### src/rtl/aes128_pkg.sv
// Shared definitions for the AES-128 CBC stream front end: FSM encoding,
// block geometry and a word-select helper.
package aes128_pkg;

  localparam int WORD_W      = 32;
  localparam int BLOCK_WORDS = 4;
  localparam int BLOCK_W     = WORD_W * BLOCK_WORDS;

  typedef enum logic [1:0] {
    IDLE  = 2'd0,
    FILL  = 2'd1,
    WAIT  = 2'd2,
    DRAIN = 2'd3
  } state_t;

  // Word 3 is the most significant 32 bits of the block.
  function automatic logic [WORD_W-1:0] block_word(input logic [BLOCK_W-1:0] blk,
                                                   input logic [1:0]         idx);
    return blk[idx*WORD_W +: WORD_W];
  endfunction

endpackage

### src/rtl/aes128_word_unpacker.sv
// 128-bit to 32-bit serializer: latches a plaintext block and emits it
// most significant word first under valid/ready handshaking.
module aes128_word_unpacker
  import aes128_pkg::*;
(
  input  logic               clk,
  input  logic               reset,
  input  logic               load,
  input  logic [BLOCK_W-1:0] block,
  input  logic               last,
  input  logic               m_ready,
  output logic [WORD_W-1:0]  m_data,
  output logic               m_valid,
  output logic               m_last,
  output logic               done
);

  logic [BLOCK_W-1:0] pt_reg;
  logic               last_reg;
  logic [1:0]         word_cnt;
  logic [1:0]         word_sel;
  logic               active;

  always_ff @(posedge clk or negedge reset) begin
    if (!reset) begin
      pt_reg   <= '0;
      last_reg <= 1'b0;
      word_cnt <= 2'd0;
      active   <= 1'b0;
    end else if (load) begin
      pt_reg   <= block;
      last_reg <= last;
      word_cnt <= 2'd0;
      active   <= 1'b1;
    end else if (active && m_ready) begin
      word_cnt <= word_cnt + 2'd1;
      if (word_cnt == 2'd3)
        active <= 1'b0;
    end
  end

  // Count 0..3 maps onto words 3..0; data comes straight from registers so it
  // cannot move while the consumer stalls.
  assign word_sel = ~word_cnt;
  assign m_data   = block_word(pt_reg, word_sel);
  assign m_valid  = active;
  assign m_last   = active && last_reg && (word_cnt == 2'd3);
  assign done     = active && m_ready && (word_cnt == 2'd3);

endmodule

### src/rtl/aes128_cbc_stream_adapter.sv
// Word-stream front end for the AES-128 CBC decryptor: assembles cipher
// blocks, supplies the chaining vector, waits out the decrypt latency, drains plaintext.
module aes128_cbc_stream_adapter
  import aes128_pkg::*;
#(
  parameter int DEC_LATENCY = 12
) (
  input  logic              clk,
  input  logic              reset,
  input  logic [WORD_W-1:0] iv_0,
  input  logic [WORD_W-1:0] iv_1,
  input  logic [WORD_W-1:0] iv_2,
  input  logic [WORD_W-1:0] iv_3,
  input  logic              iv_load,
  input  logic [WORD_W-1:0] s_data,
  input  logic              s_valid,
  output logic              s_ready,
  input  logic              s_last,
  output logic [WORD_W-1:0] m_data,
  output logic              m_valid,
  input  logic              m_ready,
  output logic              m_last,
  output logic [WORD_W-1:0] cipher_text_0,
  output logic [WORD_W-1:0] cipher_text_1,
  output logic [WORD_W-1:0] cipher_text_2,
  output logic [WORD_W-1:0] cipher_text_3,
  output logic [WORD_W-1:0] vector_0,
  output logic [WORD_W-1:0] vector_1,
  output logic [WORD_W-1:0] vector_2,
  output logic [WORD_W-1:0] vector_3,
  input  logic [WORD_W-1:0] decrypted_plain_text_0,
  input  logic [WORD_W-1:0] decrypted_plain_text_1,
  input  logic [WORD_W-1:0] decrypted_plain_text_2,
  input  logic [WORD_W-1:0] decrypted_plain_text_3,
  output logic              busy
);

  localparam int              LAT_W    = (DEC_LATENCY > 1) ? $clog2(DEC_LATENCY) : 1;
  localparam logic [LAT_W-1:0] LAT_LAST = LAT_W'(DEC_LATENCY - 1);

  state_t             state, state_next;
  logic [BLOCK_W-1:0] iv_reg;
  logic [BLOCK_W-1:0] chain_reg;
  logic [BLOCK_W-1:0] ct_reg;
  logic [1:0]         word_cnt;
  logic [1:0]         word_slot;
  logic [LAT_W-1:0]   lat_cnt;
  logic               last_reg;
  logic               s_fire;
  logic               lat_done;
  logic               drain_done;

  assign s_fire    = s_valid && s_ready;
  assign lat_done  = (state == WAIT) && (lat_cnt == LAT_LAST);
  assign word_slot = ~word_cnt;

  always_ff @(posedge clk or negedge reset) begin
    if (!reset)
      state <= IDLE;
    else
      state <= state_next;
  end

  always_comb begin
    state_next = state;
    case (state)
      IDLE:  if (iv_load) state_next = FILL;
      FILL:  if (s_fire && (word_cnt == 2'd3)) state_next = WAIT;
      WAIT:  if (lat_done) state_next = DRAIN;
      DRAIN: if (drain_done) state_next = last_reg ? IDLE : FILL;
      default: state_next = IDLE;
    endcase
  end

  always_comb begin
    s_ready = 1'b0;
    busy    = 1'b0;
    if (state == FILL)
      s_ready = 1'b1;
    if (state != IDLE)
      busy = 1'b1;
  end

  always_ff @(posedge clk or negedge reset) begin
    if (!reset) begin
      iv_reg    <= '0;
      chain_reg <= '0;
      ct_reg    <= '0;
      word_cnt  <= 2'd0;
      lat_cnt   <= '0;
      last_reg  <= 1'b0;
    end else begin
      if ((state == IDLE) && iv_load) begin
        iv_reg    <= {iv_3, iv_2, iv_1, iv_0};
        chain_reg <= {iv_3, iv_2, iv_1, iv_0};
      end
      if (s_fire) begin
        ct_reg[word_slot*WORD_W +: WORD_W] <= s_data;
        word_cnt <= word_cnt + 2'd1;
        if (word_cnt == 2'd3)
          last_reg <= s_last;
      end
      if (state == WAIT)
        lat_cnt <= lat_done ? '0 : lat_cnt + 1'b1;
      // The block just decrypted becomes the vector for the next one; a
      // finished message rewinds to its IV.
      if (lat_done)
        chain_reg <= ct_reg;
      if (drain_done && last_reg)
        chain_reg <= iv_reg;
    end
  end

  aes128_word_unpacker u_unpacker (
    .clk     (clk),
    .reset   (reset),
    .load    (lat_done),
    .block   ({decrypted_plain_text_3, decrypted_plain_text_2,
               decrypted_plain_text_1, decrypted_plain_text_0}),
    .last    (last_reg),
    .m_ready (m_ready),
    .m_data  (m_data),
    .m_valid (m_valid),
    .m_last  (m_last),
    .done    (drain_done)
  );

  assign cipher_text_3 = ct_reg[127:96];
  assign cipher_text_2 = ct_reg[95:64];
  assign cipher_text_1 = ct_reg[63:32];
  assign cipher_text_0 = ct_reg[31:0];
  assign vector_3      = chain_reg[127:96];
  assign vector_2      = chain_reg[95:64];
  assign vector_1      = chain_reg[63:32];
  assign vector_0      = chain_reg[31:0];

endmodule

### config.mk
export PLATFORM = sky130hd
export DESIGN_NAME = aes128_cbc_stream_adapter
export DESIGN_NICKNAME = d
export VERILOG_FILES = /design/src/rtl/aes128_pkg.sv /design/src/rtl/aes128_word_unpacker.sv /design/src/rtl/aes128_cbc_stream_adapter.sv
export SDC_FILE = /design/constraint.sdc
export NUM_CORES = 1
export LEC_CHECK = 0
export CORE_ASPECT_RATIO = 1.75
export CORE_MARGIN = 2
export CORE_UTILIZATION = 44
export CTS_BUF_LIST = sky130_fd_sc_hd__clkbuf_16
export CTS_CLUSTER_SIZE = 28
export DETAILED_ROUTE_END_ITERATION = 7
export GPL_TIMING_DRIVEN = 0
export HOLD_SLACK_MARGIN = 0.03
export PLACE_DENSITY = 0.74
export SKIP_LAST_GASP = 1
export SYNTH_ARGS = -nofsm -noshare
export SYNTH_HDL_FRONTEND = slang
export SYNTH_HIERARCHICAL = 1
export SYNTH_SLANG_ARGS = --single-unit
### constraint.sdc
create_clock -name clk -period 2.07 [get_ports clk]
set_input_delay 0.621 -clock clk [delete_from_list [all_inputs] [get_ports clk]]
set_output_delay 0.621 -clock clk [all_outputs]
set_load 0.01 [all_outputs]
# After elaboration in Yosys (flattened, before gate mapping)
# Index checks and enable logic that the tools add are counted.
# totals
ff_bits,525
in_bits,294
output_inout_bits,292
elab_cells,65
# classes
add_sub_neg,4
n_eq_ne,10
shift,3
mux,18
bitwise_logic,2
n_reduce_logical,17
# op_table
op,n
2-to-1 mux 128 bit,3
bitwise mux 128 bit,1
variable shift 32 x 34 -> 128 bit (first input constant),1
variable part select 128 x 8 -> 32 bit,1
variable part select 32 x 34 -> 128 bit,1
negator 7 -> 34 bit,1
2-to-1 mux 2 bit,6
logical AND 1 bit,9
== test 2 bit (second input constant),4
!= test 2 bit (second input constant),4
one-hot mux 2 bit (4 select lines),1
2-to-1 mux 1 bit,6
nonzero test 2 bit,3
adder 2 x 1 -> 2 bit (second input constant),2
adder 4 x 1 -> 4 bit (second input constant),1
== test 4 bit (second input constant),1
2-to-1 mux 4 bit,1
inverter 2 bit,2
AND reduction 2 bit,2
AND reduction 4 bit,1
nonzero test 3 bit,1
== test 2 x 1 -> 1 bit (second input constant),1
zero test 2 bit,1

# Depth between registers and ports, before layout
# Gate-level depths: netlist (run 1).
# depth
ltp_word,6
mapped_depth,10
mapped_depth_nobuf,7

# Modules after synthesis
# The synthesis (run 1) kept the hierarchy.
# modules_own_cells
module,n_inst,cells_each,area_each_um2,seq_area_each_um2
aes128_cbc_stream_adapter,1,1345,16443.3,9834.4
aes128_word_unpacker,1,327,5761.8,3303.2

# Least setup slack after synthesis (run 1)
# OpenSTA, ideal clock, no wires.
# synth_timing
path_kind,register to register
from,register state[0]
to,register u_unpacker.pt_reg[100]
setup_ns,0.125
arrival_time_ns,2.084
t_required_ns,1.945
setup_slack_ns,-0.139
stages_incl_launch_ff,11
path_buffers,5
synth_period_minus_slack_ns,2.209
path_cell_list,dfrtp_1 inv_1 ha_1 buf_2 nand4b_1 inv_2 clkbuf_1 buf_2 buf_6 buf_6 mux2_2
# synth_via
elab_chain_cells,2
# synth_lines
element,line,rtl
start: declaration,aes128_cbc_stream_adapter.sv:41,"state_t state, state_next;"
start signal: assignment,aes128_cbc_stream_adapter.sv:61,state <= state_next;
== test 2 bit,aes128_cbc_stream_adapter.sv:54,assign lat_done = (state == WAIT) && (lat_cnt == LAT_LAST);
logical AND 1 bit,aes128_cbc_stream_adapter.sv:54,
net lat_done,aes128_cbc_stream_adapter.sv:50,logic lat_done;
end signal: assignment,aes128_word_unpacker.sv:31,pt_reg <= block;
end: declaration,aes128_word_unpacker.sv:18,logic [BLOCK_W-1:0] pt_reg;
# The timed path passes the listed nets, and every way through them passes these cells.
# A chain may end at the register's enable or synchronous reset.

# Final worst setup path (run 1)
# layout_timing
from,register u_unpacker.word_cnt[0]
to,output port m_data[3]
# layout_via
elab_chain_cells,2
# layout_lines
element,line,rtl
start: declaration,aes128_word_unpacker.sv:20,logic [1:0] word_cnt;
start signal: assignment,aes128_word_unpacker.sv:36,word_cnt <= word_cnt + 2'd1;
inverter 2 bit,aes128_word_unpacker.sv:44,assign word_sel = ~word_cnt;
variable part select 128 x 8 -> 32 bit,aes128_pkg.sv:19,return blk[idx*WORD_W +: WORD_W];
end: declaration,aes128_cbc_stream_adapter.sv:19,"output logic [WORD_W-1:0] m_data,"
# No other way between the ends.

==> summary.md, run 1 <==
| Metric | Value |
|---|---|
| Drt wl/cell | 29.0 um |
| Initial antenna violation count | 17 |
| Vias post-DR | 18,700 |
| Worst setup path end | m_data[3] |
| Critical Path AT | 2.00 ns |
| Leakage | 15.1 nW |
| Max FO, Critical Path | 7 |
| Ys flop type | dfrtp_1 |
| Pre-CTS setup slack | -1.41 ns |
| Die height | 301 um |
| Worst R2R Setup Slack | -0.09 ns |
| Drt first-iter violations | 1,686 |
| Register area share after synthesis | 59.2% |
| Pwr dens | 1440 nW/um^2 |
| FP Rows | 108 |
| Status | finished with violations |
| Congestion Overflow GR | 0 |
| Mapped Area | 22,200 um^2 |
| Unrepaired setup endpoints after global routing | true |
| Setup CP Type | reg2out |
| Post-layout min period | 2.62 ns |
| EDFF count, synth | 0 |
| Hpwl dp | 65,900 um |
| Gpl congestion | 0.942 |
| Setup WS post-layout | -0.552 ns |
| Synth area leaders | dfrtp_1 59%, mux2_2 13%, a221o_1 5.8%, a22o_1 5.1%, nand3_1 3.0% |
| Worst R2R Path Depth | 11 |
| Synth Area in Adders | 0.676% |
| CP required | 1.45 ns |
| Fin crit share | 127% |
| Max_cap viols | 0 |
| Endpoints failing setup | 94 |
| Post-Route Setup TNS | -19.23 ns |
| Multi-input logic area | 8580 um^2 |
| Worst vdd ir | 0.936 mV |
| Sequential Power Share | 37.9% |
| Post-Route WL | 90,500 um |
| Switching share of power | 34.6% |
| Worst-margin pin slew | 0.643 ns |
| Post-synthesis compound-gate area fraction | 14.1% |
| Core area | 49,700 um^2 |
| Synth Area in Simple Gates | 6.03% |
| Switching power | 0.0161 W |
| Post-DR vias/cell | 6.01 |
| Root Driver | clkbuf_16 |
| Synthesized net count | 1,978 |
| Clk_skew | 0.0237 ns |
| Starting Density | 44.7% |
| Setup crit end kind | output port |
| Synthesized instance count | 1,672 |
| Failing checks | negative setup slack |
| Mean Syn Cell Area | 13.3 um^2 |
| FF+latch count, synth | 525 |
| HP Class | in2async |
| Async set-reset flop share out of synthesis | 100% |
| Startpoint types | flip-flop |
| Fin Hold WS | 0.0564 ns |
| Ports | 586 |
| Most common cell after layout, fill and taps aside | dfrtp_1 |
| Fmax | 381 MHz |
| CTS buffer count | 49 |
| Area growth syn-to-layout | 45.6% |
| Fraction of layout cells with a size suffix above 1 | 27.8% |
| Commonest cells after routing, fill and taps aside | 506 x dfrtp_1, 292 x clkdlybuf4s50_1, 254 x dlygate4sd2_1, 232 x mux2_2, 135 x nand2_1 |
| CTS tree | yes |
| Largest family of logic cells by synthesized area | multiplexers |
| Die ar. | 52,300 um^2 |
| Sink Count | 525 |
| Final Max Tran Viols | 0 |
| Clk pwr share | 20.4% |
| Router iterations before antenna repair | 5 |
| DIE WIDTH | 174 um |
| Total GRT Usage | 33.1% |
| Synth top area share | 59.2% |
| Number of routed nets with antenna violations | 0 |
| Vias in the first global route | 19,700 |
| Sequential Area | 13,200 um^2 |
| First-pass GRT wire length | 128,000 um |
| XOR/XNOR Fraction of Synth Area | 0.0394% |
| Pint | 0.0304 W |
| Largest area contributor in the netlist | dfrtp_1 |
| R2r startpoint | u_unpacker/word_cnt[0] |
| Comb pwr share | 41.8% |
| Port Buffer Count | 585 |
| Fillcell total | 3,825 |
| Clock latency at the later pin of the worst-skew pair | 0.60 ns |
| Synth warn | 6 |
| Nets | 2,708 |
| Reg2reg end | chain_reg[61] |
| CP Launch Point | u_unpacker/word_cnt[0] |
| Clock transition at the registers of the reported paths | 0.06 ns |
| CTS Buffer Depth | 3 |
| Residual DRC | 0 |
| Final hold vios | 0 |
| Mux contribution to synthesized area | 16.6% |
| Relative slew slack | 57.1% |
| Yosys cell types | 36 |
| Largest net degree at the start of global routing | 122 |
| CTS H-tree lvls | 2 |
==> cells by family (layout without fill, tap and decap cells) <==
family                     count (synthesis)  count (layout)
buffers and inverters                    154             924
and+or+nand+nor                          289             289
muxes                                    294             294
xor gates and xnor gates                   1               1
other                                      0              14
DFF                                      525             525
adders and majority gates                 12              12
AOI/OAI and AO/OA                        397             397
==> how the worst min path moves through the flow <==
stage                          endpoint  slack (ns)  cells past startpoint
final                        ct_reg[30]        0.06                      2
after global routing         iv_reg[29]        0.09                      3
after CTS                    iv_reg[29]        0.07                      3
after detailed placement  chain_reg[50]        0.49                      1
after global placement    chain_reg[11]        0.48                      1
after floorplan            chain_reg[0]        0.33                      0
==> critical path, stage by stage, from the launching register on <==
cell     delay [ns]
dfrtp_1        0.38
buf_8          0.17
buf_6          0.12
buf_12         0.10
mux4_2         0.50
buf_6          0.14
==> through the flow <==
| stage | instances | instance area, um^2 | power, W | util, % |
|---|---|---|---|---|
| 2_1_floorplan | 1672 | 22200 | 0.0264 | - |
| 6_report | 3116 | 32300 | 0.0464 | 65.0 |
| 5_1_grt | 3114 | 32300 | 0.0484 | 65.0 |
| 3_3_place_gp | 2917 | 28900 | 0.0352 | 58.1 |
| 4_1_cts | 3081 | 31700 | 0.0456 | 63.8 |
| 3_5_place_dp | 2921 | 29000 | 0.0359 | 58.3 |
==> Yosys cell counts, types with 3 or more instances <==
cell / number
nor2b_1: 4
a21oi_1: 130
inv_1: 6
mux2_2: 262
buf_1: 26
a22o_1: 129
mux4_2: 29
ha_1: 12
buf_6: 13
dfrtp_1: 525
o21ai_0: 3
buf_2: 52
a221o_1: 128
clkbuf_1: 53
nor3_1: 3
mux4_1: 3
nand3_1: 134
nand2_1: 135
==> per-layer routing <==
layer / wire [um] / vias to the layer above / GRT usage (%)
met1: 28500 / 9445 / 33.7
met2: 45800 / 1120 / 57.8
li1: - / 7777 / -
met5: 53 / - / 0
met3: 7440 / 372 / 8.04
met4: 8640 / 8 / 26.4
==> power groups by stage <==
| stage | sequential [W] | clock [W] | combinational, W |
|---|---|---|---|
| after global routing | 0.0180 | 0.00997 | 0.0205 |
| after CTS | 0.0174 | 0.00954 | 0.0186 |
| after detailed placement | 0.0177 | 0 | 0.0182 |
| after floorplan | 0.0177 | 0 | 0.00870 |
| after global placement | 0.0175 | 0 | 0.0177 |
| final | 0.0176 | 0.00946 | 0.0194 |
==> cell type report <==
type                            instances  area share, %
Sequential cell                       525           40.7
Multi-Input combinational cell        993           26.5
Timing Repair Buffer                  689           21.1
Clock buffer                           50           3.87
Buffer                                137           3.78
Tap cell                              660           2.55
Clock inverter                         41           1.25
Antenna cell                           14          0.108
Inverter                                7         0.0967
==> what timing repair did <==
action,in CTS,in global routing
hold buffers,4,0
buffers inserted,62,21
endpoints found under the hold margin,36,0
endpoints found under the setup margin,920,408
pin swaps,5,8
resized for setup,664,138
cloned,7,10
No activity file was read; power rests on OpenSTA's default activity.
==> inputs of run 2 (changes only) <==
--- a/config.mk
+++ b/config.mk
@@ -5,8 +5,6 @@
 export SDC_FILE = /design/constraint.sdc
 export NUM_CORES = 1
 export LEC_CHECK = 0
-export CORE_ASPECT_RATIO = 1.75
-export CORE_MARGIN = 2
 export CORE_UTILIZATION = 44
 export CTS_BUF_LIST = sky130_fd_sc_hd__clkbuf_16
 export CTS_CLUSTER_SIZE = 28
==> summary.md, run 2 (synthesis results as in run 1) <==
| Metric | Value |
|---|---|
| Clk_skew | 0.0343 ns (was 0.0237 ns) |
| Initial antenna violation count | 19 (was 17) |
| Clock transition at the registers of the reported paths | 0.06 ns (about the same) |
| Placed cell area | 29,000 um^2 (about the same) |
| Critical Path AT | 2.06 ns (was 2.00 ns) |
| Total GRT Usage | 33.0% (was 33.1%) |
| CTS tree | yes (unchanged) |
| Final Non-Filler Cells | 3,128 (was 3,116) |
| Vias post-DR | 18,600 (was 18,700) |
| Gpl congestion | 0.908 (was 0.942) |
| Failing checks | negative hold slack, negative setup slack (was negative setup slack) |
| Nets | 2,710 (was 2,708) |
| Worst-margin pin slew | 1.13 ns (was 0.643 ns) |
| Max_cap viols | 0 (unchanged) |
| Fmax | 372 MHz (was 381 MHz) |
| Largest net degree at the start of global routing | 124 (was 122) |
| Sequential Area | 13,200 um^2 (about the same) |
| Commonest cells after routing, fill and taps aside | 503 x dfrtp_1, 292 x clkdlybuf4s50_1, 257 x dlymetal6s2s_1, 183 x mux2_2, 131 x nand3_1 (was 506 x dfrtp_1, 292 x clkdlybuf4s50_1, 254 x dlygate4sd2_1, 232 x mux2_2, 135 x nand2_1) |
| Sink Count | 525 (unchanged) |
| CTS H-tree lvls | 2 (unchanged) |
| Comb pwr share | 42.9% (was 41.8%) |
| Congestion Overflow GR | 0 (unchanged) |
| Residual DRC | 0 (unchanged) |
| Die ar. | 51,400 um^2 (was 52,300 um^2) |
| CTS Buffer Depth | 3 (unchanged) |
| FP Rows | 81 (was 108) |
| Area growth syn-to-layout | 52.5% (was 45.6%) |
| Number of hold buffers added after cts | 2 (was 4) |
| Fin Hold WS | -0.0285 ns (was 0.0564 ns) |
| Post-layout min period | 2.68 ns (was 2.62 ns) |
| Pwr dens | 1420 nW/um^2 (was 1440 nW/um^2) |
| Unrepaired setup endpoints after global routing | true (unchanged) |
| Clock latency at the later pin of the worst-skew pair | 0.63 ns (was 0.60 ns) |
| Drt first-iter violations | 1,734 (was 1,686) |
| Drt wl/cell | 28.7 um (was 29.0 um) |
| Endpoints failing setup | 146 (was 94) |
| Sequential Power Share | 37.0% (was 37.9%) |
| DIE WIDTH | 227 um (was 174 um) |
| Core area | 49,400 um^2 (was 49,700 um^2) |
| Die height | 227 um (was 301 um) |
| Fin crit share | 130% (was 127%) |
| Design Area, Final | 33,900 um^2 (was 32,300 um^2) |
| Worst vdd ir | 0.831 mV (was 0.936 mV) |
| Hpwl dp | 63,400 um (was 65,900 um) |
| Multi-input logic area | 8870 um^2 (was 8580 um^2) |
| Final Max Tran Viols | 0 (unchanged) |
| Final hold vios | 55 (was 0) |
| Vias in the first global route | 18,800 (was 19,700) |
| Placed instance count | 2,925 (was 2,921) |
| Setup CP Type | reg2out (unchanged) |
| Fillcell total | 3,468 (was 3,825) |
| Router iterations before antenna repair | 6 (was 5) |
| Max FO, Critical Path | 6 (was 7) |
| Clk pwr share | 20.1% (was 20.4%) |
| First-pass GRT wire length | 124,000 um (was 128,000 um) |
| Relative slew slack | 24.7% (was 57.1%) |
| CP required | 1.45 ns (about the same) |
| Post-Route WL | 89,700 um (was 90,500 um) |
| Starting Density | 45.0% (was 44.7%) |
| Startpoint types | flip-flop (unchanged) |
| Most common cell after layout, fill and taps aside | dfrtp_1 (unchanged) |
| Number of routed nets with antenna violations | 0 (unchanged) |
| Fraction of layout cells with a size suffix above 1 | 28.3% (was 27.8%) |
| Switching power | 0.0161 W (about the same) |
| Switching share of power | 33.7% (was 34.6%) |
| Leakage | 18.3 nW (was 15.1 nW) |
| Port Buffer Count | 585 (unchanged) |
| Status | finished with violations (unchanged) |
| CTS buffer count | 56 (was 49) |
| Pint | 0.0318 W (was 0.0304 W) |
| Root Driver | clkbuf_16 (unchanged) |
| HP Class | in2async (unchanged) |
| Setup crit end kind | output port (unchanged) |
| Ports | 586 (unchanged) |
| Post-DR vias/cell | 5.95 (was 6.01) |
| Setup WS post-layout | -0.615 ns (was -0.552 ns) |
==> run 2: changes by cell type in the layout (fill, tap and decap cells not counted), moves of 12 or more <==
cell            change
dlymetal6s2s_1    +257
dlygate4sd2_1     -254
mux2_2             -49
mux2_4             +49
buf_4              -26
nand2_1            -12
==> run 2: layer usage <==
| metal | up-vias | share of wire (%) | GRT usage [%] | routed length [um] |
|---|---|---|---|---|
| li1 | 7813 | - | - | - |
| met1 | 9483 | 36 | 39.3 | 32500 |
| met2 | 1087 | 49 | 54.6 | 43700 |
| met3 | 229 | 9.6 | 9.52 | 8620 |
| met4 | 12 | 5.3 | 16.5 | 4710 |
| met5 | - | 0.095 | 0 | 85 |
==> run 2: path summary, 6_finish.rpt <==
path,cells after the start,slack [ns],to,from
max reg2reg,11,-0.14,u_unpacker/pt_reg[77],state[1]
max in group asynchronous,2,0.26,u_unpacker/pt_reg[51],reset
min reg2reg,1,0.47,chain_reg[84],iv_reg[84]
min in group clk,1,0.47,chain_reg[84],iv_reg[84]
max,5,-0.61,m_data[29],u_unpacker/word_cnt[0]
min,1,-0.03,u_unpacker/pt_reg[85],reset
==> run 2: layout make-up <==
type,count,share of cell area [%]
Timing Repair Buffer,682,23.4
Buffer,139,3.84
Antenna cell,15,0.111
Tap cell,664,2.45
Inverter,7,0.0776
Clock buffer,56,4.14
Clock inverter,47,0.935
Sequential cell,525,38.9
Multi-Input combinational cell,993,26.2
==> run 2: power by group through the flow <==
stage	combinational, W	sequential, W	clock (W)
3_5_place_dp	0.0181	0.0177	0
4_1_cts	0.0195	0.0176	0.00970
5_1_grt	0.0217	0.0181	0.0101
6_report	0.0206	0.0177	0.00962
2_1_floorplan	0.00870	0.0177	0
3_3_place_gp	0.0176	0.0176	0
==> run 2: worst max-delay path, stage by stage (launching register included) <==
cell,delay [ns]
dfrtp_1,0.36
buf_6,0.14
buf_12,0.13
buf_12,0.13
mux4_2,0.53
buf_6,0.15
==> run 2: repair_timing <==
| item | 4_1_cts | 5_1_grt |
|---|---|---|
| gates cloned | 10 | 15 |
| setup endpoints to repair | 794 | 891 |
| setup buffers | 36 | 35 |
| resized for setup | 361 | 550 |
| pin swaps | 6 | 19 |
| hold endpoints to repair | 7 | 55 |
==> run 2: through the flow <==
stage	hold slack (ns)	utilization [%]	setup TNS (ns)	setup WS, ns	power (W)
CTS	-0.0399	64.5	-103.03	-0.629	0.0468
detailed placement	0.485	58.8	-506.73	-1.44	0.0358
finish	-0.0285	68.6	-24.08	-0.615	0.0479
global placement	0.479	58.5	-	-22.52	0.0352
global route	-0.0136	68.6	-31.61	-0.654	0.0499
floorplan	0.325	-	0	0.00163	0.0264
